===== src/rtl/fe1_pkg.sv =====
// Shared types and constants for the FE1 fetch stage (PC generator + fetch control).
package fe1_pkg;
    typedef enum logic [1:0] {
        BOOT,
        REQ,
        HOLD,
        DROP
    } fe1_state_e;

    localparam int unsigned INSTR_BYTES      = 4;
    localparam logic [31:0] NOP              = 32'h0000_0013;
    localparam logic [31:0] DEFAULT_RESET_PC = 32'h0000_0000;
endpackage


===== src/rtl/fe1_pc_redirect_t_if.sv =====
// Instruction-fetch bus: single-outstanding req/ack handshake to instruction memory.
interface fe1_pc_redirect_t_if #(
    parameter int unsigned ADDR_W  = 32,
    parameter int unsigned INSTR_W = 32
);
    logic               if_req;
    logic [ADDR_W-1:0]  if_addr;
    logic               if_ack;
    logic [INSTR_W-1:0] if_rdata;

    modport master (output if_req, output if_addr, input if_ack, input if_rdata);
    modport slave  (input if_req, input if_addr, output if_ack, output if_rdata);
endinterface


===== src/rtl/fe1_skid_buf_t.sv =====
// One-entry pc/instr skid buffer; load fills it, drain empties it (load has priority).
module fe1_skid_buf_t #(
    parameter int unsigned ADDR_W  = 32,
    parameter int unsigned INSTR_W = 32
) (
    input  logic               clk,
    input  logic               rst,
    input  logic               load,
    input  logic               drain,
    input  logic [ADDR_W-1:0]  load_pc,
    input  logic [INSTR_W-1:0] load_instr,
    output logic               valid,
    output logic [ADDR_W-1:0]  pc,
    output logic [INSTR_W-1:0] instr
);
    always_ff @(posedge clk or posedge rst) begin
        if (rst) begin
            valid <= 1'b0;
            pc    <= '0;
            instr <= '0;
        end else if (load) begin
            valid <= 1'b1;
            pc    <= load_pc;
            instr <= load_instr;
        end else if (drain) begin
            valid <= 1'b0;
        end
    end
endmodule


===== src/rtl/fe1_pc_redirect_t.sv =====
// Fetch-stage PC generator / fetch controller with ME1 branch redirect and wrong-path drop.
// Optional saturating perf counters under `define FE1_PERF_CNT_EN.
module fe1_pc_redirect_t
    import fe1_pkg::*;
#(
    parameter int unsigned       ADDR_W   = 32,
    parameter logic [ADDR_W-1:0] RESET_PC = ADDR_W'(DEFAULT_RESET_PC),
    parameter int unsigned       INSTR_W  = 32
) (
    input  logic                 CLK,
    input  logic                 RST,
    input  logic                 ACT,
    input  logic                 s_me1_pcsrc_D,
    input  logic [ADDR_W-1:0]    r_me1_target_Q,
    input  logic                 de_stall,
    fe1_pc_redirect_t_if.master  imem,
    output logic                 fe_valid,
    output logic [ADDR_W-1:0]    fe_pc,
    output logic [INSTR_W-1:0]   fe_instr,
    output logic                 flush_fe,
    output logic                 flush_de,
    output logic                 flush_ex
`ifdef FE1_PERF_CNT_EN
    ,
    output logic [31:0]          perf_redirects,
    output logic [31:0]          perf_drops
`endif
);
    fe1_state_e         state, state_n;
    logic [ADDR_W-1:0]  pc_q, pc_n, drop_addr, drop_addr_n;
    logic               redirect, fe_accept, fe_from_mem, fe_from_skid;
    logic               skid_load, skid_drain, skid_valid, drop_evt;
    logic [ADDR_W-1:0]  tgt, pc_inc, skid_pc;
    logic [INSTR_W-1:0] skid_instr;

    assign redirect = ACT & s_me1_pcsrc_D;
    assign flush_fe = redirect;
    assign flush_de = redirect;
    assign flush_ex = redirect;
    assign tgt      = r_me1_target_Q & ~ADDR_W'(3);
    assign pc_inc   = pc_q + ADDR_W'(INSTR_BYTES);
    // A frozen pipeline (ACT=0) means decode is not consuming, so only an empty fe accepts.
    assign fe_accept = !fe_valid || (ACT && !de_stall);

    always_ff @(posedge CLK or posedge RST) begin
        if (RST) begin
            state     <= BOOT;
            pc_q      <= RESET_PC;
            drop_addr <= RESET_PC;
        end else begin
            state     <= state_n;
            pc_q      <= pc_n;
            drop_addr <= drop_addr_n;
        end
    end

    always_comb begin
        state_n      = state;
        pc_n         = pc_q;
        drop_addr_n  = drop_addr;
        fe_from_mem  = 1'b0;
        fe_from_skid = 1'b0;
        skid_load    = 1'b0;
        skid_drain   = 1'b0;
        drop_evt     = 1'b0;
        case (state)
            BOOT: begin
                if (ACT) state_n = REQ;
                if (redirect) pc_n = tgt;
            end
            REQ: begin
                if (redirect) begin
                    pc_n = tgt;
                    if (imem.if_ack) begin
                        drop_evt = 1'b1;
                    end else begin
                        state_n     = DROP;
                        drop_addr_n = pc_q;
                    end
                end else if (imem.if_ack) begin
                    pc_n = pc_inc;
                    if (fe_accept) begin
                        fe_from_mem = 1'b1;
                    end else begin
                        skid_load = 1'b1;
                        state_n   = HOLD;
                    end
                end
            end
            HOLD: begin
                if (redirect) begin
                    skid_drain = 1'b1;
                    pc_n       = tgt;
                    state_n    = REQ;
                end else if (ACT && !de_stall && skid_valid) begin
                    skid_drain   = 1'b1;
                    fe_from_skid = 1'b1;
                    state_n      = REQ;
                end
            end
            DROP: begin
                // The old request stays on the bus until acked; pc_q already points at the target.
                if (redirect) pc_n = tgt;
                if (imem.if_ack) begin
                    drop_evt = 1'b1;
                    state_n  = REQ;
                end
            end
            default: state_n = BOOT;
        endcase
    end

    always_comb begin
        imem.if_req  = (state == REQ) || (state == DROP);
        imem.if_addr = (state == DROP) ? drop_addr : pc_q;
    end

    always_ff @(posedge CLK or posedge RST) begin
        if (RST) begin
            fe_valid <= 1'b0;
            fe_pc    <= RESET_PC;
            fe_instr <= '0;
        end else if (redirect) begin
            fe_valid <= 1'b0;
        end else if (fe_from_mem) begin
            fe_valid <= 1'b1;
            fe_pc    <= pc_q;
            fe_instr <= imem.if_rdata;
        end else if (fe_from_skid) begin
            fe_valid <= 1'b1;
            fe_pc    <= skid_pc;
            fe_instr <= skid_instr;
        end else if (ACT && !de_stall) begin
            fe_valid <= 1'b0;
        end
    end

    fe1_skid_buf_t #(.ADDR_W(ADDR_W), .INSTR_W(INSTR_W)) u_skid (
        .clk        (CLK),
        .rst        (RST),
        .load       (skid_load),
        .drain      (skid_drain),
        .load_pc    (pc_q),
        .load_instr (imem.if_rdata),
        .valid      (skid_valid),
        .pc         (skid_pc),
        .instr      (skid_instr)
    );

`ifdef FE1_PERF_CNT_EN
    always_ff @(posedge CLK or posedge RST) begin
        if (RST) begin
            perf_redirects <= '0;
            perf_drops     <= '0;
        end else begin
            if (redirect && (perf_redirects != '1)) perf_redirects <= perf_redirects + 32'd1;
            if (drop_evt && (perf_drops != '1))     perf_drops     <= perf_drops + 32'd1;
        end
    end
`else
    logic unused_drop_evt;
    assign unused_drop_evt = drop_evt;
`endif
endmodule


===== src/flat_wrapper.sv =====
// flat-port wrapper written by rule: the top's interface ports become plain ports
module fe1_pc_redirect_t_flat import fe1_pkg::*;
#(
    parameter int unsigned       ADDR_W   = 32,
    parameter logic [ADDR_W-1:0] RESET_PC = ADDR_W'(DEFAULT_RESET_PC),
    parameter int unsigned       INSTR_W  = 32
)
  (CLK, RST, ACT, s_me1_pcsrc_D, r_me1_target_Q, de_stall, fe_valid, fe_pc, fe_instr, flush_fe, flush_de, flush_ex, imem_if_req, imem_if_addr, imem_if_ack, imem_if_rdata);
  fe1_pc_redirect_t_if #(.ADDR_W(ADDR_W), .INSTR_W(INSTR_W)) imem_i ();
  input  logic CLK;
  input  logic RST;
  input  logic ACT;
  input  logic s_me1_pcsrc_D;
  input  logic [ADDR_W-1:0] r_me1_target_Q;
  input  logic de_stall;
  output logic fe_valid;
  output logic [ADDR_W-1:0] fe_pc;
  output logic [INSTR_W-1:0] fe_instr;
  output logic flush_fe;
  output logic flush_de;
  output logic flush_ex;
  output wire logic [$bits(imem_i.if_req)-1:0] imem_if_req;
  output wire logic [$bits(imem_i.if_addr)-1:0] imem_if_addr;
  input wire logic [$bits(imem_i.if_ack)-1:0] imem_if_ack;
  input wire logic [$bits(imem_i.if_rdata)-1:0] imem_if_rdata;
  assign imem_if_req = imem_i.if_req;
  assign imem_if_addr = imem_i.if_addr;
  assign imem_i.if_ack = imem_if_ack;
  assign imem_i.if_rdata = imem_if_rdata;
  fe1_pc_redirect_t #(.ADDR_W(ADDR_W), .RESET_PC(RESET_PC), .INSTR_W(INSTR_W)) u_core (.CLK(CLK), .RST(RST), .ACT(ACT), .s_me1_pcsrc_D(s_me1_pcsrc_D), .r_me1_target_Q(r_me1_target_Q), .de_stall(de_stall), .imem(imem_i), .fe_valid(fe_valid), .fe_pc(fe_pc), .fe_instr(fe_instr), .flush_fe(flush_fe), .flush_de(flush_de), .flush_ex(flush_ex));
endmodule

===== config.mk =====
export PLATFORM = sky130hd
export DESIGN_NAME = fe1_pc_redirect_t_flat
export DESIGN_NICKNAME = d
export VERILOG_FILES = /design/src/rtl/fe1_pkg.sv /design/src/rtl/fe1_pc_redirect_t_if.sv /design/src/rtl/fe1_skid_buf_t.sv /design/src/rtl/fe1_pc_redirect_t.sv /design/src/flat_wrapper.sv
export SDC_FILE = /design/constraint.sdc
export NUM_CORES = 1
export LEC_CHECK = 0
export ABC_AREA = 1
export BUFFER_PORTS_ARGS = -buffer_cell sky130_fd_sc_hd__buf_4
export CAP_MARGIN = 20
export CORE_MARGIN = 10
export CORE_UTILIZATION = 50
export CTS_CLUSTER_DIAMETER = 100
export DETAILED_ROUTE_END_ITERATION = 12
export PLACE_DENSITY = 0.73
export SLEW_MARGIN = 20
export SYNTH_ARGS = -nofsm -noshare
export SYNTH_HDL_FRONTEND = slang
export SYNTH_SLANG_ARGS = --single-unit
export TNS_END_PERCENT = 10

===== constraint.sdc =====
create_clock -name CLK -period 6.7 [get_ports CLK]
set_input_delay 0.67 -clock CLK [delete_from_list [all_inputs] [get_ports CLK]]
set_output_delay 0.67 -clock CLK [all_outputs]
set_load 0.02 [all_outputs]

# Yosys cells after proc, flatten, opt, wreduce, memory -nomap -nowiden
# Cells that the tools add are included.
[op_classes] n_addsub=1 bitwise_logic=3 reduce_logical=15 n_eq_ne=10 n_mux=37
[ops] cell="two-way mux 32 bit" count=8
[ops] cell="one-hot mux 32 bit (2 select lines)" count=1
[ops] cell="adder 32 x 3 -> 32 bit, second input constant" count=1
[ops] cell="two-way mux 1 bit" count=19
[ops] cell="two-way mux 2 bit" count=8
[ops] cell="inequality test 3 bit, second input constant" count=3
[ops] cell="one-hot mux 2 bit (4 select lines)" count=1
[ops] cell="AND reduction 6 bit" count=1
[ops] cell="equality test 2 bit, second input constant" count=2
[ops] cell="inequality test 2 bit, second input constant" count=2
[ops] cell="AND reduction 2 bit" count=2
[ops] cell="nonzero test 2 bit" count=2
[ops] cell="nonzero test 4 bit" count=1
[ops] cell="inequality test 3 x 2 -> 1 bit, second input constant" count=1
[ops] cell="AND reduction 3 bit" count=1
[ops] cell="OR reduction 3 bit" count=1
[ops] cell="equality test 2 x 1 -> 1 bit, second input constant" count=1
[ops] cell="logical AND 1 bit" count=2
[ops] cell="logical NOT 1 bit" count=2
[ops] cell="logical NOT 2 bit" count=1
[ops] cell="logical OR 1 bit" count=2
[ops] cell="inequality test 2 x 1 -> 1 bit, second input constant" count=1
[ops] cell="NOT 1 bit" count=2
[ops] cell="AND 1 bit" count=1
[word_totals] word_cells=75 register_bits=196 out_inout_bits=101

# Logic depth before layout (Yosys ltp)
# Gate-level depths: netlist (run 1).
[depth] depth_word=9 ltp_mapped=10 ltp_nobuf=10

# Cells and area by module
# Synthesis (run 1) repeated with hierarchy kept, for this count alone.
[hier_totals] hier_cells=1200 area_unflattened_um2=9212.6
[by_module_without_submodules] module="fe1_pc_redirect_t" instances=1 cells_per_inst=924 area_each_um2=6691.4 seq_area_each_um2=3178.0
[by_module_without_submodules] module="fe1_skid_buf_t" instances=1 cells_per_inst=276 area_each_um2=2521.2 seq_area_each_um2=1626.6

# Least setup slack after synthesis (run 1)
# No wires, ideal clock.
[synth_path] path_type="register to output" start="register u_core.state[1]" end="output port imem_if_addr[10]" arrival_time_ps=1258 stages_incl_launch_ff=5 path_slack_ps=4772 t_required_ps=6030 path_cell_list="dfrtp_1 -> nand2_1 -> clkbuf_1 -> nor2_1 -> a21oi_1"
[synth_via] elab_chain_cells=2
[synth_lines] element="start: declaration" line="fe1_pc_redirect_t.sv:29" rtl="fe1_state_e state, state_n;"
[synth_lines] element="start signal: assignment" line="fe1_pc_redirect_t.sv:51" rtl="state <= state_n;"
[synth_lines] element="equality test 2 bit" line="fe1_pc_redirect_t.sv:115" rtl="imem.if_addr = (state == DROP) ? drop_addr : pc_q;"
[synth_lines] element="two-way mux 32 bit" line="fe1_pc_redirect_t.sv:115"
[synth_lines] element="end: declaration" line="flat_wrapper.sv:23" rtl="output wire logic [$bits(imem_i.if_addr)-1:0] imem_if_addr;"
# No other way between the ends.

# Worst setup path in the final report (run 1)
[layout_path] start="input port ACT" end="register u_core.u_skid.instr[27]"
[layout_via] elab_chain_cells=6
[layout_lines] element="start: declaration" line="flat_wrapper.sv:12" rtl="input logic ACT;"
[layout_lines] element="logical AND 1 bit" line="fe1_pc_redirect_t.sv:43" rtl="assign fe_accept = !fe_valid || (ACT && !de_stall);"
[layout_lines] element="logical OR 1 bit" line="fe1_pc_redirect_t.sv:43"
[layout_lines] element="two-way mux 1 bit" line="fe1_pc_redirect_t.sv:82" rtl="if (fe_accept) begin"
[layout_lines] element="two-way mux 1 bit" line="fe1_pc_redirect_t.sv:80" rtl="end else if (imem.if_ack) begin"
[layout_lines] element="two-way mux 1 bit (*)" line="fe1_pc_redirect_t.sv:72" rtl="if (redirect) begin"
[layout_lines] element="two-way mux 1 bit (*)" line="fe1_pc_redirect_t.sv:66" rtl="case (state)"
[layout_lines] element="end signal: assignment" line="fe1_skid_buf_t.sv:24" rtl="instr <= load_instr;"
[layout_lines] element="end: declaration" line="fe1_skid_buf_t.sv:14" rtl="output logic [INSTR_W-1:0] instr"
# Every way passes the cells marked *; elsewhere a longest branch is shown, timed or not.
# A chain may end at the register's enable or synchronous reset.

==> metrics, run 1 <==
run status=finished clean; gr usage total=19.62%; Post-DRT Antenna Nets=0; Slew Viols, Final=0; top cells by area, synth=dfrtp_1, nand2_1, o21ai_0; Buffers on Ports=164; vias in the first global route=7573; Arr. time, crit path=3.75 ns; post-synthesis sequential area ratio=just over 50%; Power, Total=between 5 and 6 mW; core area=17900 um2; largest fanout on the critical path=65; pwr dens=524.2 nW/um2; critical path data required time=6.96 ns; CP Class=primary input to flop; via count=7980; Ports=171; Yosys cell types=35; # DRC=0; power share of the clock group=16.9%; clock-pin slew on the worst setup and hold paths=0.07 ns; Std-Cell Rows=49; Clock Latency Late Sink=~0.43 ns; CP endpoint kind=flop; per-cell routed wire length=15.21 um; share of cells above drive strength 1=16.35%; top cell type's share of synthesized area=51.74%; pre-CTS setup slack=2.778 ns; largest net degree at the start of global routing=120; Post-DP HPWL=16460 um; Yosys warnings=0; Area after DPL=10300 um2; drt pass-1 iters=5; Post-Route WL=23570 um; critical path's most frequent cell=nand2_2; sequential power share=35.8%; grt ovf=0; Max IR drop VDD=0.0002576 V; Startpoint Class=primary input; vias per cell=5.148; RSZ-0062 raised after global routing=false; internal power=3.152 mW; final period utilization=52.01%; max_cap viols=0; combinational share of power=47.3%; Die W=about 150 um; TritonCTS Sinks=188; Nets=approximately 1400; Tmin final=3.484 ns; Post-Synthesis Cell Area=9092 um2; Iter 0 DRT Violations=577; first-pass GRT wire length=38870 um; P_sw=between 2 and 3 mW; Setup WS post-layout=~3.2 ns; final hold slack=0.3516 ns; Final setup viols=0; CP Cell Sequence=buf_4 -> nand2_2 -> clkinv_2 -> nor2_8 -> nand2_2 -> inv_2 -> o21ai_0; switch share=44.64%; CTS resizes=0; Hold-fix buffers, CTS=0; #FFs+latches synth=188; TritonCTS Buffers=17; clk buf depth=2; die area=23980 um2; Placer Congestion=0.9291; root buffer cell=clkbuf_16; CP max stage cell=inv_2; fmax=0.2870 GHz; CTS tree=yes; design area=10860 um2; Avg Inst Size Synth=7.667 um2; worst stage delay on the critical path=1.00 ns; Pleak=5.533 nW; CTS HTree Levels=4; area grow syn2layout=19.47%; HP Class=primary input to asynchronous set/reset pin; initial antenna violation count=0; Post-CTS Setup Inserts=0; Mapped Cells=1186; TNS Setup=0 ns; fill count=1648; leading area contributor after synthesis=dfrtp_1; Final Hold Vio Count=0; total inserted antenna cells=0; Setup Skew=0.01367 ns; relative slew slack=31.42%; Initial Util=50.79%; Die Y-Extent=154.9 um; Worst-Margin Slew=1.025 ns
final cells by class:
cell class / count / area, um2 / area share, %
sequential: 188 / 4705 / 43.31
clock buffer: 17 / 425.4 / 3.916
clock inverter: 15 / 131.4 / 1.209
multi-input combinational: 820 / 3617 / 33.30
tap: 229 / 286.5 / 2.638
inverter: 112 / 429.2 / 3.951
timing repair buffer: 169 / 1269 / 11.68
critical path, delay by kind of cell:
kind,cells,cell delay (ns)
AO/OA/AOI/OAI,1,0.19
AND/OR/NAND/NOR,3,1.36
buffers and inverters,3,1.50
metrics by stage:
stage / utilization [%] / instances
floorplan: - / 1189
global placement: 57.54 / 1518
detailed placement: 57.54 / 1518
CTS: 60.65 / 1550
global route: 60.68 / 1550
finish: 60.68 / 1550
worst paths after layout:
kind	slack, ns	endpoint	cells past startpoint	startpoint
max	3.22	u_core.u_skid.instr[27]	7	ACT
min	0.35	u_core.fe_pc[3]	2	RST
max reg2reg	3.76	u_core.u_skid.instr[27]	7	u_core.state[0]
min reg2reg	0.49	u_core.u_skid.pc[29]	2	u_core.u_skid.pc[29]
max in group asynchronous	4.96	u_core.fe_pc[6]	3	RST
min in group CLK	0.45	u_core.u_skid.instr[12]	3	imem_if_rdata[12]
placed cells by master (no fill, tap or decap), types with 2 or more instances in the layout:
| master | instances |
|---|---|
| o21ai_1 | 119 |
| a21oi_1 | 43 |
| nand4_1 | 4 |
| clkinvlp_4 | 7 |
| nand2_1 | 349 |
| nand3_1 | 34 |
| inv_8 | 6 |
| clkinv_2 | 2 |
| nand2_2 | 2 |
| or2_2 | 3 |
| o21ai_0 | 121 |
| inv_2 | 2 |
| conb_1 | 4 |
| nand2_4 | 3 |
| o211ai_1 | 2 |
| inv_1 | 107 |
| dfrtp_1 | 188 |
| o22ai_1 | 4 |
| clkbuf_16 | 17 |
| buf_4 | 169 |
| nor2_1 | 119 |
| and2_1 | 2 |
power groups by stage:
| stage | Sequential [mW] | Clock, mW | Combinational (mW) |
|---|---|---|---|
| floorplan | 2.17 | 0 | 1.64 |
| global placement | 2.03 | 0 | 2.67 |
| detailed placement | 2.05 | 0 | 2.72 |
| CTS | 2.03 | 0.979 | 2.74 |
| global route | 2.11 | 1.03 | 3.04 |
| finish | 2.04 | 0.962 | 2.69 |
registers in the layout, summed over array words and instances (netlist names):
name and count:
u_core.drop_addr 30, u_core.pc_q 30, u_core.u_skid.instr 32, u_core.fe_valid 1, u_core.fe_instr 32, u_core.u_skid.pc 30, u_core.fe_pc 30, u_core.u_skid.valid 1
u_core.state 2
synth_stat cells:
library cell / instances
a21oi_1: 43
a22oi_4: 1
a31oi_1: 1
a32oi_1: 1
and2_1: 2
buf_1: 2
buf_2: 13
buf_4: 10
buf_6: 8
clkbuf_1: 36
clkinv_1: 1
clkinv_2: 1
conb_1: 1
dfrtp_1: 188
ha_1: 1
inv_1: 108
inv_2: 2
nand2_1: 350
nand2_2: 3
nand2_4: 1
nand3_1: 34
nand3b_1: 1
nand4_1: 4
nor2_1: 119
nor2_4: 1
nor2_8: 1
nor3_1: 1
nor4_1: 1
o211ai_1: 2
o21ai_0: 121
o21ai_1: 119
o22ai_1: 4
o2bb2ai_1: 1
or2_2: 3
xor2_1: 1
kinds of logic after synthesis:
| kind of cell | synth area share [%] |
|---|---|
| adder cells (fa/ha/maj) | 0.1376 |
| buffers and inverters | 8.738 |
| AO/OA/AOI/OAI | 16.51 |
| other | 0.04124 |
| AND/OR/NAND/NOR | 22.73 |
| XOR/XNOR | 0.09634 |
| flip-flops | 51.74 |
layer usage:
metal,vias up,track usage (%),part of all wire [%]
li1,4023,-,-
met1,3721,26.24,46
met2,211,30.91,47
met3,25,4.549,5.3
met4,0,6.208,1.8
met5,-,0,0
No activity file was read; power rests on OpenSTA's default activity.
==> run 2, diff against run 1 <==
--- a/config.mk
+++ b/config.mk
@@ -12,7 +12,7 @@
 export CORE_UTILIZATION = 50
 export CTS_CLUSTER_DIAMETER = 100
 export DETAILED_ROUTE_END_ITERATION = 12
-export PLACE_DENSITY = 0.73
+export PLACE_DENSITY = 0.76
 export SLEW_MARGIN = 20
 export SYNTH_ARGS = -nofsm -noshare
 export SYNTH_HDL_FRONTEND = slang
==> constraint.sdc (replaced) <==
create_clock -name CLK -period 2.8 [get_ports CLK]
set_input_delay 0.28 -clock CLK [delete_from_list [all_inputs] [get_ports CLK]]
set_output_delay 0.28 -clock CLK [all_outputs]
set_load 0.02 [all_outputs]
==> run 2 against run 1 <==
Net effect:
- combinational power grew 140%
- clock-buffer cell count is the same
- clock skew grew 0.0064 ns
- register-to-register slack lost 3.0 ns
- highest routed layer unchanged
- core utilization grew 0.75 points
- global-route usage shrank 0.053 points
- worst setup slack lost 2.8 ns
- clock power grew 150%
- sequential power grew 140%
- hold slack lost 0.29 ns
==> metrics, run 2 (synthesis results as in run 1) <==
largest fanout on the critical path=48; final period utilization=83.74%; GR Util met2=a little under a third; GRT busiest layer=met2; Post-DRT Antenna Nets=0; Max IR drop VDD=0.0006711 V; Initial Util=50.79%; TritonCTS Buffers=17; relative slew slack=between 50% and 60%; Setup WS post-layout=about 0.46 ns; Clock Latency Late Sink=0.44 ns; Area after DPL=10410 um2; # DRC=0; Final setup viols=0; Ports=around 170; gr usage total=between 10% and 20%; pwr dens=1256 nW/um2; Die Y-Extent=154.9 um; Slew Viols, Final=0; Nets=approximately 1400; fmax=between 0.4 and 0.5 GHz; Buffers on Ports=around 160; run status=finished clean; worst stage delay on the critical path=around 0.5 ns; CTS tree=yes; total inserted antenna cells=0; Post-DP HPWL=about 17000 um; design area=~11000 um2; HP Class=primary input to flop; area grow syn2layout=20.94%; Arr. time, crit path=2.06 ns; drt pass-1 iters=6; root buffer cell=clkbuf_16; vias in the first global route=7643; pre-CTS setup slack=between 0.6 and 0.7 ns; largest net degree at the start of global routing=114; TNS Setup=0 ns; commonest non-fill, non-tap cell in the layout=nand2_1; grt met3 use=4.549%; clock-pin slew on the worst setup and hold paths=0.07 ns; fill count=1596; Setup Skew=~0.02 ns; Hold-fix buffers, CTS=1; critical path's most frequent cell=buf_4; clk buf depth=2; Std-Cell Rows=49; Post-CTS Setup Inserts=0; GR Util met1=25.02%; initial antenna violation count=0; share of cells above drive strength 1=between 15 and 20%; most frequent cells in the layout=nand2_1, dfrtp_1, buf_4; TritonCTS Sinks=188; Placer Congestion=0.9079; via count=around 8100; Layout Cells excl Fill=1562; Worst-Margin Slew=0.6686 ns; Die W=154.9 um; CP endpoint kind=output pin; CP Class=flop to output pin; grt ovf=0; Final Hold Vio Count=0; Startpoint Class=flop; die area=23980 um2; max_cap viols=0; Iter 0 DRT Violations=between 500 and 600; Placed Cells=1529; vias per cell=5.171; per-cell routed wire length=15.23 um; Largest regs=u_core.fe_instr x32, u_core.u_skid.instr x32; critical path data required time=approximately 2.5 ns; CP max stage cell=buf_4; RSZ-0062 raised after global routing=false; core area=17900 um2; worst path bufs/invs=2; Tmin final=2.345 ns; CTS HTree Levels=4; Post-Route WL=23800 um; CP Cell Sequence=nand2_2 -> buf_4 -> nor2_1 -> a21oi_1 -> buf_4; first-pass GRT wire length=38700 um; reg2reg setup slack=0.79 ns; Power, Total=about 14 mW; Top delay family on crit path=buffers and inverters; Pleak=5.608 nW; CTS resizes=0
run 2: cell count changes in the layout (fill, tap and decap cells not counted), sizes merged:
cell / delta
buf: +11
bufinv: +1
clkinv: +1
clkinvlp: -1
dlygate4sd3: +1
inv: -1
run 2: worst paths after layout:
path | end | start | depth (start not counted)
hold / removal | u_core.u_skid.instr[11] | imem_if_rdata[11] | 3
max in group asynchronous | u_core.u_skid.pc[24] | RST | 4
setup / recovery | imem_if_addr[10] | u_core.state[1] | 5
min in group asynchronous | u_core.u_skid.instr[26] | RST | 4
hold reg to reg | u_core.u_skid.valid | u_core.u_skid.valid | 2
setup reg to reg | u_core.pc_q[23] | u_core.pc_q[2] | 9
run 2: area by class of cell:
| cell class | count | area [um2] | share of cell area [%] |
|---|---|---|---|
| clock buffers | 17 | 425.4 | 3.868 |
| inverters | 112 | 425.4 | 3.868 |
| clock inverters | 15 | 156.4 | 1.422 |
| repair buffers | 181 | 1386 | 12.61 |
| flip-flops and latches | 188 | 4705 | 42.78 |
| multi-input cells | 820 | 3612 | 32.85 |
| well taps | 229 | 286.5 | 2.606 |
run 2: per-layer routing:
metal	vias up	share of wire (%)
met5	-	0
met4	0	2.0
met3	40	6.7
met2	279	47
met1	3704	44
li1	4054	-
run 2: through the flow:
stage / hold WS, ns / util [%]
after floorplan: 0.4010 / -
after global placement: 0.4497 / 58.12
after detailed placement: 0.4429 / 58.12
after CTS: 0.04396 / 61.43
after global routing: 0.04955 / 61.43
final: 0.05976 / 61.43
run 2: worst register-to-register path: cells and delay by family, from the launching register on:
family / cells / cell delay, ns
buffers and inverters: 1 / 0.15
flip-flops: 1 / 0.46
AND/OR/NAND/NOR: 8 / 1.30
run 2: report_power, final:
part	switching, mW	total, mW	internal (mW)
clock	1.13	2.39	1.26
sequential	0.866	4.87	4.01
combinational	4.12	6.54	2.42
total	6.12	13.8	7.69
